<file path="src/rtl/tcp_tx_arbiter.sv">
// Packet-atomic round-robin arbiter feeding the SiTCP TX FIFO write port.
// Define TX_ARB_HEADER_EN to prefix each packet with {4'hA,1'b0,id[2:0]}.
module tcp_tx_arbiter #(
  parameter int N_REQ = 4
) (
  input  logic               CLK_200M,
  input  logic               SYS_RSTn,
  input  logic [N_REQ-1:0]   REQ_VALID,
  input  logic [8*N_REQ-1:0] REQ_DATA,
  input  logic [N_REQ-1:0]   REQ_LAST,
  output logic [N_REQ-1:0]   REQ_READY,
  input  logic               FIFO_FULL,
  input  logic               TCP_OPEN_ACK,
  output logic [7:0]         TCP_TX_DATA_IN,
  output logic               TCP_TX_EN_IN,
  output logic [N_REQ-1:0]   GRANT,
  output logic [15:0]        PKT_CNT,
  output logic [15:0]        DROP_CNT
);

`ifdef TX_ARB_HEADER_EN
  typedef enum logic [1:0] {S_IDLE = 2'd0, S_HDR = 2'd1, S_XFER = 2'd2, S_FLUSH = 2'd3} state_e;
`else
  typedef enum logic [1:0] {S_IDLE = 2'd0, S_XFER = 2'd2, S_FLUSH = 2'd3} state_e;
`endif

  state_e             state_q, state_d;
  logic [2:0]         ptr_q, ptr_d;
  logic [2:0]         gidx_q, gidx_d;
  logic [N_REQ-1:0]   grant_q, grant_d;
  logic               en_q, en_d;
  logic [7:0]         data_q, data_d;
  logic [15:0]        pkt_cnt_q, pkt_cnt_d;
  logic [15:0]        drop_cnt_q, drop_cnt_d;

  logic               sel_vld, sel_last;
  logic [7:0]         sel_data;
  logic               win_found;
  logic [2:0]         win_idx;
  logic [3:0]         scan_j;

  // Mux the owner's lane
  always_comb begin
    sel_vld  = 1'b0;
    sel_last = 1'b0;
    sel_data = '0;
    for (int i = 0; i < N_REQ; i++) begin
      if (gidx_q == 3'(i)) begin
        sel_vld  = REQ_VALID[i];
        sel_last = REQ_LAST[i];
        sel_data = REQ_DATA[8*i +: 8];
      end
    end
  end

  // First valid requester at or after the pointer, wrapping modulo N_REQ
  always_comb begin
    win_found = 1'b0;
    win_idx   = '0;
    scan_j    = '0;
    for (int k = 0; k < N_REQ; k++) begin
      scan_j = {1'b0, ptr_q} + 4'(k);
      if (scan_j >= 4'(N_REQ)) scan_j = scan_j - 4'(N_REQ);
      for (int i = 0; i < N_REQ; i++) begin
        if (!win_found && scan_j == 4'(i) && REQ_VALID[i]) begin
          win_found = 1'b1;
          win_idx   = 3'(i);
        end
      end
    end
  end

  // READY is combinational so a rising FIFO_FULL blocks the same-cycle byte
  always_comb begin
    for (int i = 0; i < N_REQ; i++) begin
      REQ_READY[i] = (gidx_q == 3'(i)) &&
                     ((state_q == S_XFER && !FIFO_FULL && TCP_OPEN_ACK) ||
                      state_q == S_FLUSH);
    end
  end

  always_comb begin
    state_d    = state_q;
    ptr_d      = ptr_q;
    gidx_d     = gidx_q;
    grant_d    = grant_q;
    en_d       = 1'b0;
    data_d     = data_q;
    pkt_cnt_d  = pkt_cnt_q;
    drop_cnt_d = drop_cnt_q;
    case (state_q)
      S_IDLE: begin
        if (TCP_OPEN_ACK && win_found) begin
          gidx_d = win_idx;
          ptr_d  = (win_idx == 3'(N_REQ-1)) ? 3'd0 : win_idx + 3'd1;
          for (int i = 0; i < N_REQ; i++) grant_d[i] = (win_idx == 3'(i));
`ifdef TX_ARB_HEADER_EN
          state_d = S_HDR;
`else
          state_d = S_XFER;
`endif
        end
      end
`ifdef TX_ARB_HEADER_EN
      S_HDR: begin
        if (!TCP_OPEN_ACK) begin
          state_d = S_FLUSH;
        end else if (!FIFO_FULL) begin
          en_d    = 1'b1;
          data_d  = {4'hA, 1'b0, gidx_q};
          state_d = S_XFER;
        end
      end
`endif
      S_XFER: begin
        if (!TCP_OPEN_ACK) begin
          state_d = S_FLUSH;
        end else if (sel_vld && !FIFO_FULL) begin
          en_d   = 1'b1;
          data_d = sel_data;
          if (sel_last) begin
            pkt_cnt_d = pkt_cnt_q + 16'd1;
            grant_d   = '0;
            state_d   = S_IDLE;
          end
        end
      end
      S_FLUSH: begin
        // The FIFO is cleared on connection loss, so the rest is discarded
        if (sel_vld && sel_last) begin
          drop_cnt_d = drop_cnt_q + 16'd1;
          grant_d    = '0;
          state_d    = S_IDLE;
        end
      end
      default: state_d = S_IDLE;
    endcase
  end

  always_ff @(posedge CLK_200M or negedge SYS_RSTn) begin
    if (!SYS_RSTn) begin
      state_q    <= S_IDLE;
      ptr_q      <= '0;
      gidx_q     <= '0;
      grant_q    <= '0;
      en_q       <= 1'b0;
      data_q     <= '0;
      pkt_cnt_q  <= '0;
      drop_cnt_q <= '0;
    end else begin
      state_q    <= state_d;
      ptr_q      <= ptr_d;
      gidx_q     <= gidx_d;
      grant_q    <= grant_d;
      en_q       <= en_d;
      data_q     <= data_d;
      pkt_cnt_q  <= pkt_cnt_d;
      drop_cnt_q <= drop_cnt_d;
    end
  end

  assign TCP_TX_EN_IN   = en_q;
  assign TCP_TX_DATA_IN = data_q;
  assign GRANT          = grant_q;
  assign PKT_CNT        = pkt_cnt_q;
  assign DROP_CNT       = drop_cnt_q;

endmodule

</file>
<file path="config.mk">
export PLATFORM = sky130hd
export DESIGN_NAME = tcp_tx_arbiter
export DESIGN_NICKNAME = d
export VERILOG_FILES = /design/src/rtl/tcp_tx_arbiter.sv
export SDC_FILE = /design/constraint.sdc
export NUM_CORES = 1
export LEC_CHECK = 0
export CORE_MARGIN = 3
export CORE_UTILIZATION = 45
export DETAILED_ROUTE_END_ITERATION = 6
export PLACE_DENSITY = 0.79
export SKIP_LAST_GASP = 1
export SLEW_MARGIN = 20
export SYNTH_ARGS = -nofsm -noshare
export SYNTH_HDL_FRONTEND = slang
export SYNTH_SLANG_ARGS = --single-unit
</file>
<file path="constraint.sdc">
create_clock -name CLK_200M -period 6.7 [get_ports CLK_200M]
set_clock_uncertainty 0.15 [all_clocks]
set_input_delay 1.34 -clock CLK_200M [delete_from_list [all_inputs] [get_ports CLK_200M]]
set_output_delay 1.34 -clock CLK_200M [all_outputs]
set_load 0.01 [all_outputs]
</file>
# After elaboration in Yosys (flattened, before gate mapping)
# Index checks and enable logic that the tools add are counted.
# W data, S select, Z words.
op_classes:
  addsub: 10
  n_mul: 0
  n_div: 0
  magnitude_cmp: 4
  n_eq_ne: 27
  shifts: 0
  muxes: 63
  bitwise_logic: 0
  reduce_logical: 71
op_table:
  columns: ["operator", "n"]
  rows:
  - ["$mux W3", 15]
  - ["$logic_and A1 B1 Y1", 40]
  - ["$mux W4", 9]
  - ["$add A16 B1 Y16 const B", 2]
  - ["$eq A4 B2 Y1 const B", 8]
  - ["$mux W8", 4]
  - ["$mux W1", 28]
  - ["$eq A4 B1 Y1 const B", 4]
  - ["$logic_not A1 Y1", 16]
  - ["$logic_not A4 Y1", 4]
  - ["$eq A3 B2 Y1 const B", 4]
  - ["$ge A4 B3 Y1 const B", 3]
  - ["$pmux W4 S3", 1]
  - ["$sub A4 B3 Y4 const B", 3]
  - ["$mux W2", 5]
  - ["$add A3 B2 Y4 const B", 2]
  - ["$reduce_and A4 Y1", 2]
  - ["$eq A3 B1 Y1 const B", 2]
  - ["$logic_not A3 Y1", 2]
  - ["$ne A2 B2 Y1 const B", 3]
  - ["$pmux W2 S3", 1]
  - ["$reduce_and A6 Y1", 1]
  - ["$add A3 B1 Y4 const B", 1]
  - ["$eq A2 B2 Y1 const B", 2]
  - ["11 further kinds", 13]
totals:
  regBits: 53
  latch_bits: 0
  ram_bits: 0
  mem_bits_ro: 0
  input_bits: 44
  word_cells: 183
  n_memories: 0

# Longest topological paths before layout
# Gate-level depths: netlist (run 1).
depth:
  word_depth: 68
  depth_mapped: 12
  ltp_nobuf: 11

# Worst setup path before layout (run 1)
# Ideal clock, no wire load.
synth_path:
  path_kind: "input to output"
  start: "input TCP_OPEN_ACK"
  end: "output REQ_READY[1]"
  arrival_ps: 1978
  required_ps: 5210
  slack_ps: 3232
  path_stages: 3
  n_path_buf: 0
  path_cell_list: "nor2b_1 o21ai_0 nor3b_1"
synth_via:
  elab_chain_cells: 3
synth_rtl:
  columns: ["item", "line", "text"]
  rows:
  - ["start: declaration", "13", "input logic TCP_OPEN_ACK,"]
  - ["$logic_and A1 B1 Y1", "77", "((state_q == S_XFER && !FIFO_FULL && TCP_OPEN_ACK) ||"]
  - ["$logic_or A1 B1 Y1", "77", null]
  - ["$logic_and A1 B1 Y1", "76", "REQ_READY[i] = (gidx_q == 3'(i)) &&"]
  - ["end: declaration", "11", "output logic [N_REQ-1:0] REQ_READY,"]
# Every way passes these cells.

# Worst setup path after layout (run 1)
# Ends and elaborated chain as after synthesis.

==> results of run 1 <==
[final timing paths]
check                          endpoint  slack [ns]  cells past startpoint
setup reg to reg               ptr_q[1]        3.97                     10
hold reg to reg            DROP_CNT[15]        0.32                      1
max in group asynchronous    PKT_CNT[1]        4.99                      2
hold / removal             DROP_CNT[15]        0.32                      1
setup / recovery           REQ_READY[1]        2.20                      5
min in group asynchronous   DROP_CNT[6]        0.99                      2
[flip-flops by register name, indices dropped and copies added, names as in the netlist]
register / cells
ptr_q: 2
GRANT: 4
TCP_TX_EN_IN: 1
PKT_CNT: 16
TCP_TX_DATA_IN: 8
state_q: 2
DROP_CNT: 16
gidx_q: 2
[through the flow]
stage          hold slack, ns  instances  power (mW)
3_3_place_gp            0.312        394       0.970
6_report                0.323        402        1.17
5_1_grt                 0.351        402        1.25
2_1_floorplan           0.354        236       0.790
3_5_place_dp            0.318        394       0.990
4_1_cts                 0.331        402        1.18
[power groups by stage]
stage,registers (mW),logic (mW),clock network [mW]
floorplan,0.453,0.337,0
global placement,0.477,0.493,0
detailed placement,0.482,0.508,0
CTS,0.476,0.510,0.197
global route,0.492,0.547,0.210
finish,0.474,0.504,0.190
[layout by cell type (no fill, tap or decap), drive strengths merged, types with 2 or more instances in the layout]
cell,count
inv,9
nor4b,2
clkbuf,7
nor2,11
clkdlybuf4s50,91
a22o,4
and4,2
mux2,13
nor4bb,2
o21ai,9
xnor2,19
mux4,10
and3,11
xor2,11
nand2b,2
o21a,2
and2,3
nand2,17
ha,8
conb,2
a21boi,2
dfrtp,51
nand3,7
a221o,2
nand4,11
buf,2
nor3,6
nor3b,2
[cells by family (layout without fill, tap and decap cells)]
family / after synthesis / in the layout / synth area share [%]
simple gates: 80 / 80 / 16.3
flops: 51 / 51 / 46.1
xor+xnor: 30 / 30 / 9.49
compound gates: 25 / 25 / 6.91
mux: 24 / 24 / 14.3
buf+inv: 16 / 110 / 3.12
fa+ha+maj: 8 / 8 / 3.62
other cells: 1 / 2 / 0.135
[routing by layer]
layer	wire length, um	track usage [%]	share of wire, %	vias to the layer above
met2	3220	33.6	51	64
met4	19	3.31	0.30	0
met5	0	0	0	-
met1	2730	24.0	43	1058
met3	395	4.51	6.2	3
li1	-	-	-	1041
[layout make-up]
type / instances / area share, %
Multi-Input combinational cell: 169 / 36.7
Sequential cell: 51 / 33.3
Timing Repair Buffer: 93 / 24.1
Clock buffer: 7 / 2.51
Tap cell: 72 / 2.35
Inverter: 9 / 0.880
Clock inverter: 1 / 0.196
==> results.md, run 1 <==
- The total of buffers placed on input and output ports is 92.
- The total inserted antenna cells is 0.
- The max capacitance violation total is 0.
- The wire length of the first global-routing pass is 11.0 mm.
- The detail-routed via count per cell is 5.39.
- The beginning of the critical path is TCP_OPEN_ACK.
- The via count of the first global-routing pass is 2219.
- Traced cell by cell, the critical path runs through clkdlybuf4s50_1, nor2b_1, o21ai_0, nor3b_1, clkdlybuf4s50_1.
- For this design the static power due to leakage is 1.66 nW.
- The cell type group with the largest total delay on the critical path is buffers and inverters.
- Together, buffers and inverters on the worst path number 2.
- Yosys mapped the design onto 44 distinct sky130hd cell types.
- CTS built an H-tree with a depth of 2.
- The largest incremental delay on the critical path is 0.56 ns.
- The number of top-level pins is 93.
- STA classifies the critical path startpoint as a primary input.
- Setup violations remaining at the end of the flow were counted as 0.
- The count of yosys warnings during synthesis is 0.
- The final RePlAce weighted congestion is 0.857.
- Setup repair after global routing left no endpoint under its margin.
- Entering global routing, the biggest net connects 52 pins.
- The die covers 7130 um^2.
- The number of hold violations in the final report was 0.
- The HPWL after detailed placement is 4.97 mm.
- TritonCTS built the clock tree.
- The internal cell power is 0.769 mW.
- dfrtp_1 takes more of the synthesized area than any other cell.
- The total overflow left after global routing is 0.
- At the end of the flow the core is filled with cells to 66.8%.
- The clock buffer count from CTS is 5.
- The clock reaches the later pin of the worst-skew pair after 0.30 ns.
- The number of max-slew violations in the final report is 0.
- Data arrives at the worst endpoint at 3.01 ns.
- The final cycle utilization of the critical path is 67.1%.
- The peak supply drop is 171 uV.
- Among all stages on the critical path, the largest delay is contributed by clkdlybuf4s50_1.
- After synthesis the cells add up to 2770 um^2.
- The switching part of the total is 34.2%.
- The total power density per cell area is 304 nW/um^2.
- The total clock sinks is 51.
- Compared with the post-synthesis result, the final layout area differs by 38.6%.
- The number of synthesized flops with an enable pin is 0.
- Across all layers, the routed design uses 2166 vias.
- The cts-stage hold buffer count is 0.
- The minimum setup slack after placement is 2.20 ns.
- The number of nets in the final layout is 381.
- Counting flops and latches in the post-synthesis netlist gives 51.
- In this run the most critical hold path is launched from DROP_CNT[15].
- The initial standard-cell utilization of the core is 48.2%.
- The initial antenna violation count is 0.
- The highest fanout seen on the critical path is 4.
- In this run the standard cell core region covers 5740 um^2.
- The area of the multi-input gates is 1410 um^2.
- The clock root buffer is clkbuf_8.
- The sequential share of power is 40.6%.
- In the post-synthesis netlist, the biggest area contributors are dfrtp_1 46%, mux4_2 8.1%, xnor2_1 6.0%.
- The post-synthesis area per instance is 11.8 um^2.
- The top-area cell type share of the netlist area is 46.1%.
- The post-CTS clock slew at the launch and capture registers of the worst setup and hold paths is 0.09 ns.
- The sequential standard cell area is 1280 um^2.
- The die span in y is 84.4 um.
- The initial DRC count is 119.
- The overall routed net length is 6.37 mm.
- The post-synthesis async set-or-reset flop share is 100%.
- The predominant post-synthesis flop cell is dfrtp_1.
- The max-slew headroom at the worst pin is 51.2%.
- After detailed routing, the number of remaining DRC violations is 0.
- The aggregate negative setup slack is 0 ns.
- The run finished with clean final reports.
- The number of cell rows is 27.
- The classification of the worst-slack hold path is register to register.
- Of the total power, the clock network draws 16.3%.
- The area of all placed cells without fillers is 3840 um^2.
- Ranked by instance count, the synthesized netlist is headed by 51 x dfrtp_1, 19 x xnor2_1, 17 x nand2_1.
- The proportion of synthesized chip area in sequential cells is 46.1%.
- STA classifies the critical path endpoint as an output port.
- In the final layout, the share of cells above drive strength 1 is 11.8%.
- The number of inserted filler cells in the final layout is 472.
- The shortest clock period the worst path allows after layout is 4.50 ns.
- The actual transition at the worst max-transition pin is 0.732 ns.
- The number of iterations in the first detailed-routing pass is 4.
- The global-route total usage across every layer is 19.0%.
- The share of total power dissipated in combinational logic is 43.1%.
- The kind of critical path is primary input to output port.
- The leading cell type by number of instances after synthesis is dfrtp_1.
- The die outline width is 84.4 um.
- The worst register-to-register path begins at ptr_q[1].
- The longest clock path from root to sink contains 2 buffers.
- The analysis attributes to net switching a power of 0.399 mW.
- The post-CTS repair timing setup buffer count is 0.
- The smallest setup slack after layout is 2.20 ns.
- The number of gates resized after cts is 0.
- The average detailed-routed wire length per instance is 15.8 um.
- The achievable clock frequency is 222 MHz.
- The post-route antenna net violation count is 0.
- After detailed placement, the total cell area comes to 3730 um^2.
- The instance count of the mapped netlist is 235.
- Data on the critical path is required at its endpoint by 5.21 ns.
- The most frequent cell on the critical path is clkdlybuf4s50_1.
(Power assumes the default switching activity.)
==> run 2, diff against run 1 <==
Clock period 6.7 ns to 4.2 ns, I/O delays scaled along.
==> run 2 against run 1 <==
Compared with the run above: first-iteration DRC count is 24% lower; hold slack lost 0.072 ns; worst setup slack got worse by 1.5 ns; combinational power increased by 58%; sequential power is 59% higher.
==> results.md, run 2 (synthesis gave the netlist of run 1 again) <==
- The final cycle utilization of the critical path is 82.9%.
- The kind of end point of the critical path is an output port (unchanged).
- The aggregate negative setup slack came to 0 ns (unchanged).
- The classification of the worst-slack hold path is primary input to asynchronous set/reset pin (was register to register).
- The floorplan core area is 5740 um^2 (unchanged).
- Status: finished clean (unchanged).
- The slowest stage cell on the critical path is clkdlybuf4s50_1 (unchanged).
- The wire length of the first global-routing pass is 10.9 mm (was 11.0 mm).
- The overall via count from detail_route is 2143 (was 2166).
- The most frequent cell on the critical path is clkdlybuf4s50_1 (unchanged).
- The sum of buffers and inverters on the critical path is 2 (unchanged).
- The total of endpoints with negative setup slack in the final report is 0 (unchanged).
- The post-CTS repair timing setup buffer count came to 0 (unchanged).
- The kind of critical path is primary input to output port (unchanged).
- The total power density per cell area is 493 nW/um^2 (was 304 nW/um^2).
- The highest fanout seen on the critical path came to 4 (unchanged).
- The cell area after placement came to 3730 um^2 (unchanged).
- The clock root buffer is clkbuf_8 (unchanged).
- The max-slew headroom at the worst pin came to 52.9% (was 51.2%).
- The number of hold violations in the final report came to 0 (unchanged).
- The number of cell rows was 27 (unchanged).
- The growth of design area from synthesis to finish was 39.0% (was 38.6%).
- The area enclosed by the die boundary is 7130 um^2 (unchanged).
- The number of remaining DRC errors was 0 (unchanged).
- The maximum number of pins on one net before global-route repair is 39 (was 52).
- The number of iterations in the first detailed-routing pass is 4 (unchanged).
- The area of the multi-input gates was 1410 um^2 (unchanged).
- Setup repair after global routing missed its margin: no (unchanged).
- Derived from the worst setup path, the maximum achievable clock frequency is 287 MHz.
- The startpoint kind of the worst setup timing path is a primary input (unchanged).
- The actual transition at the worst max-transition pin is 0.706 ns (was 0.732 ns).
- The overall routed net length is 6.34 mm (was 6.37 mm).
- The clock period could shrink to 3.48 ns.
- The endpoint required time on the critical path is 3.21 ns (was 5.21 ns).
- The average detailed-routed wire length per instance is 15.8 um (about the same).
- The largest buffer count on any clock path is 2 (unchanged).
- The leakage power total is 1.66 nW (about the same).
- The post-route antenna net violation count is 0 (unchanged).
- The fraction of final layout cells with drive strength greater than 1 is 11.8% (unchanged).
- Commonest cells after routing, fill and taps aside: 91 x clkdlybuf4s50_1, 51 x dfrtp_1, 19 x xnor2_1, 17 x nand2_1 (unchanged).
- The number of nets in the final layout is 381 (unchanged).
- The detailed placer's ending HPWL was 4.96 mm (was 4.97 mm).
- The detail-routed via count per cell is 5.33 (was 5.39).
- The total of buffers placed on input and output ports came to 92 (unchanged).
- The clock tree from TritonCTS is done (unchanged).
- The beginning of the critical path is TCP_OPEN_ACK (unchanged).
- The global-route total usage across every layer is 18.8% (was 19.0%).
- The die span in y is 84.4 um (unchanged).
- The number of top-level pins was 93 (unchanged).
- The via count of the first global-routing pass is 2168 (was 2219).
- The number of max-slew violations in the final report is 0 (unchanged).
- The initial antenna violation count is 0 (unchanged).
- The die outline width is 84.4 um (unchanged).
- The most frequent standard cell in the layout excluding fill and tap cells is clkdlybuf4s50_1 (unchanged).
- The initial standard-cell utilization of the core was 48.2% (unchanged).
- The total inserted antenna cells was 0 (unchanged).
- Crit-path cells: clkdlybuf4s50_1, nor2b_1, o21ai_0, nor3b_1, clkdlybuf4s50_1 (unchanged).
- The cell type group with the largest total delay on the critical path is buffers and inverters (unchanged).
- The insertion delay to the later sink of the worst-skew pair came to 0.31 ns (was 0.30 ns).
- The largest incremental delay on the critical path is 0.56 ns (about the same).
- The sequential standard cell area is 1280 um^2 (unchanged).
- The number of gates resized after cts is 0 (unchanged).
- The startpoint of the most critical register-to-register path is ptr_q[0] (was ptr_q[1]).
- The final RePlAce weighted congestion was 0.847 (was 0.857).
- The initial DRC count is 91 (was 119).
- The number of inserted filler cells in the final layout was 455 (was 472).
- The area of all placed cells without fillers was 3850 um^2 (was 3840 um^2).
- The data arrival time at the worst-slack endpoint came to 2.49 ns (was 3.01 ns).
- The total clock sinks came to 51 (unchanged).
- The post-CTS clock slew at the launch and capture registers of the worst setup and hold paths is 0.10 ns (was 0.09 ns).
- The total congestion overflow is 0 (unchanged).
- The max capacitance violation total was 0 (unchanged).
- The minimum setup slack among reg-to-reg paths was 1.51 ns (was 3.97 ns).
- The clock buffer count from CTS is 5 (unchanged).
- The peak supply drop is 368 uV (was 171 uV).
- The cts-stage hold buffer count is 0 (unchanged).
- The worst hold margin was 0.251 ns (was 0.323 ns).
- The total number of H-tree levels came to 2 (unchanged).
[run 2: changes by cell type in the layout (fill, tap and decap cells not counted), sizes merged]
cell    before  now
inv          9   10
bufinv       0    1
clkbuf       7    5
[run 2: per-layer routing]
metal | vias to the layer above | part of all wire, % | global-route usage, %
met1 | 1029 | 42 | 24.1
met2 | 67 | 50 | 32.2
met5 | - | 0 | 0
met4 | 0 | 1.2 | 4.03
li1 | 1040 | - | -
met3 | 7 | 6.8 | 5.20
[run 2: where the power goes]
part / internal (mW) / leakage (nW) / switching, mW
registers: 0.599 / 0.670 / 0.156
logic: 0.478 / 0.936 / 0.318
clock network: 0.180 / 0.0548 / 0.169
total: 1.26 / 1.66 / 0.643
[run 2: path summary, 6_finish.rpt]
kind,cells past startpoint,end
setup / recovery,5,REQ_READY[1]
hold / removal,1,DROP_CNT[14]
setup reg to reg,10,ptr_q[1]
hold reg to reg,1,DROP_CNT[15]
max in group asynchronous,2,GRANT[2]
min in group CLK_200M,1,DROP_CNT[15]
[run 2: stage by stage]
stage                     worst slack, ns  power (mW)  instances  util [%]
after floorplan                      1.70        1.26        236         -
after global placement              0.780        1.55        394      65.0
after detailed placement            0.718        1.57        394      65.0
after CTS                           0.722        1.92        402      67.0
after global routing                0.583        2.03        402      67.0
final                               0.718        1.90        402      67.0
[run 2: area by class of cell]
class	count	share of cell area (%)
multi-input cells	169	36.6
flip-flops and latches	51	33.2
repair buffers	93	24.0
well taps	72	2.34
clock buffers	5	1.79
clock inverters	3	1.20
inverters	9	0.878
==> run 3, diff against run 2 <==
Clock period 4.2 ns to 3.5 ns, I/O delays scaled along.
==> run 3 against run 2 <==
Compared with the run above: final area up 0.36%; clock-buffer cell count is 1 higher; sequential share of layout area down 0.12 points; largest power group unchanged; cell count grew 0.25%; routed wire length fell by 1.2%; total power is 21% higher; critical path depth is the same; critical endpoint unchanged; hold slack worse by 0.040 ns; non-clock buffer count increased by 1.
==> results.md, run 3 (synthesis gave the netlist of run 1 again) <==
- Status: finished clean (unchanged).
- Commonest cells after routing, fill and taps aside: 91 x clkdlybuf4s50_1, 51 x dfrtp_1, 19 x xnor2_1, 17 x nand2_1 (unchanged).
- The highest fanout seen on the critical path is 4 (unchanged).
- The peak supply drop was 356 uV (was 368 uV).
- The clock buffer count from CTS is 5 (unchanged).
- The number of gates resized after cts is 0 (unchanged).
- The wire length of the first global-routing pass came to 10.5 mm (was 10.9 mm).
- The detailed placer's ending HPWL is 4.83 mm (was 4.96 mm).
- The detail-routed via count per cell is 5.38 (was 5.33).
- The total of endpoints with negative setup slack in the final report came to 0 (unchanged).
- The clock tree from TritonCTS is done (unchanged).
- The number of max-slew violations in the final report is 0 (unchanged).
- The number of cell rows is 27 (unchanged).
- The worst reg-to-reg path cell count is 10 (unchanged).
- The total clock sinks was 51 (unchanged).
- The initial DRC count is 88 (was 91).
- The largest buffer count on any clock path is 2 (unchanged).
- The data arrival time at the worst-slack endpoint is 2.41 ns (was 2.49 ns).
- The overall routed net length was 6.26 mm (was 6.34 mm).
- The post-route antenna net violation count is 0 (unchanged).
- The insertion delay to the later sink of the worst-skew pair is 0.30 ns (was 0.31 ns).
- The final RePlAce weighted congestion came to 0.876 (was 0.847).
- The classification of the worst-slack hold path is primary input to asynchronous set/reset pin (unchanged).
- Setup repair after global routing missed its margin: no (unchanged).
- The aggregate negative setup slack is 0 ns (unchanged).
- The clock root buffer was clkbuf_8 (unchanged).
- The total congestion overflow is 0 (unchanged).
- The area of all placed cells without fillers is 3860 um^2 (was 3850 um^2).
- The fraction of final layout cells with drive strength greater than 1 came to 12.1% (was 11.8%).
- The total inserted antenna cells was 0 (unchanged).
- The total of buffers placed on input and output ports is 92 (unchanged).
- The initial standard-cell utilization of the core is 48.2% (unchanged).
- The actual transition at the worst max-transition pin is 0.713 ns (was 0.706 ns).
- The die span in y is 84.4 um (unchanged).
- The overall power is 2.30 mW (was 1.90 mW).
- The leakage power total is 1.67 nW (was 1.66 nW).
- The number of nets in the final layout was 382 (was 381).
- The cts-stage hold buffer count is 0 (unchanged).
- The number of iterations in the first detailed-routing pass is 4 (unchanged).
- The initial antenna violation count is 0 (unchanged).
- The global-route total usage across every layer is 18.2% (was 18.8%).
- The most frequent standard cell in the layout excluding fill and tap cells is clkdlybuf4s50_1 (unchanged).
- The maximum number of pins on one net before global-route repair is 30 (was 39).
- The area enclosed by the die boundary is 7130 um^2 (unchanged).
- The total power density per cell area came to 596 nW/um^2 (was 493 nW/um^2).
- The net switching power of the design was 0.774 mW (was 0.643 mW).
- The post-CTS clock slew at the launch and capture registers of the worst setup and hold paths came to 0.09 ns (was 0.10 ns).
- The power share of the combinational group was 42.0% (was 41.9%).
- The shortest clock period the worst path allows after layout is 3.26 ns.
- The number of top-level pins was 93 (unchanged).
- The number of hold violations in the final report was 0 (unchanged).
- The die outline width is 84.4 um (unchanged).
- The endpoint required time on the critical path is 2.65 ns (was 3.21 ns).
- The floorplan core area is 5740 um^2 (unchanged).
- The startpoint kind of the worst setup timing path is a primary input (unchanged).
- The max-slew headroom at the worst pin is 52.5% (was 52.9%).
- The total number of H-tree levels came to 2 (unchanged).
- The via count of the first global-routing pass is 2142 (was 2168).
- The proportion of power drawn by the clock network is 18.7% (was 18.3%).
- The average detailed-routed wire length per instance came to 15.5 um (was 15.8 um).
- The achievable clock frequency is 307 MHz.
- The post-CTS repair timing setup buffer count was 0 (unchanged).
- The internal cell power is 1.53 mW (was 1.26 mW).
- The number of remaining DRC errors is 0 (unchanged).
- The cell area after placement is 3740 um^2 (was 3730 um^2).
- The growth of design area from synthesis to finish is 39.5% (was 39.0%).
- The kind of end point of the critical path is an output port (unchanged).
- The overall via count from detail_route is 2170 (was 2143).
- The switching part of the total was 33.6% (was 33.8%).
- The kind of critical path is primary input to output port (unchanged).
- The max capacitance violation total was 0 (unchanged).
- The sequential share of power is 39.3% (was 39.8%).
- Dividing the final minimum period by the clock period gives 93.1%.
==> run 3: routing by layer <==
metal	vias to the layer above	wire length (um)	track usage, %
li1	1041	-	-
met5	-	0	0
met4	0	31	3.02
met3	4	411	4.12
met2	68	3020	32.0
met1	1057	2800	23.6
==> run 3: worst paths after layout <==
kind	endpoint	start	slack [ns]
max	REQ_READY[1]	TCP_OPEN_ACK	0.24
min	DROP_CNT[14]	SYS_RSTn	0.21
max reg2reg	ptr_q[1]	ptr_q[0]	0.79
min reg2reg	PKT_CNT[15]	PKT_CNT[15]	0.32
max in group asynchronous	DROP_CNT[7]	SYS_RSTn	2.22
min in group CLK_200M	PKT_CNT[15]	PKT_CNT[15]	0.32
==> run 3: through the flow <==
stage,hold slack (ns),util (%),cells,setup slack (ns)
final,0.211,67.3,403,0.243
after global routing,0.245,67.3,403,0.0797
after CTS,0.221,67.3,403,0.236
after detailed placement,0.312,65.1,395,0.238
after global placement,0.310,65.1,395,0.355
after floorplan,0.254,-,236,1.10
==> run 3: layout make-up <==
class                   instances  area, um^2
multi-input cells             169        1410
inverters                       9        33.8
clock buffers                   6        82.6
flip-flops and latches         51        1280
well taps                      72        90.1
fillers                       483        1880
clock inverters                 2        38.8
repair buffers                 94         931
==> run 3: critical path: stages <==
cell and delay, ns:
clkdlybuf4s50_1 0.51, nor2b_1 0.18, o21ai_0 0.19, nor3b_1 0.26
clkdlybuf4s50_1 0.57
==> run 3: power by group through the flow <==
stage               combinational [mW]  clock, mW  sequential (mW)
floorplan                        0.646          0            0.867
detailed placement               0.967          0            0.920
global placement                 0.947          0            0.913
finish                           0.966      0.432            0.905
CTS                              0.972      0.443            0.907
global route                      1.05      0.464            0.936
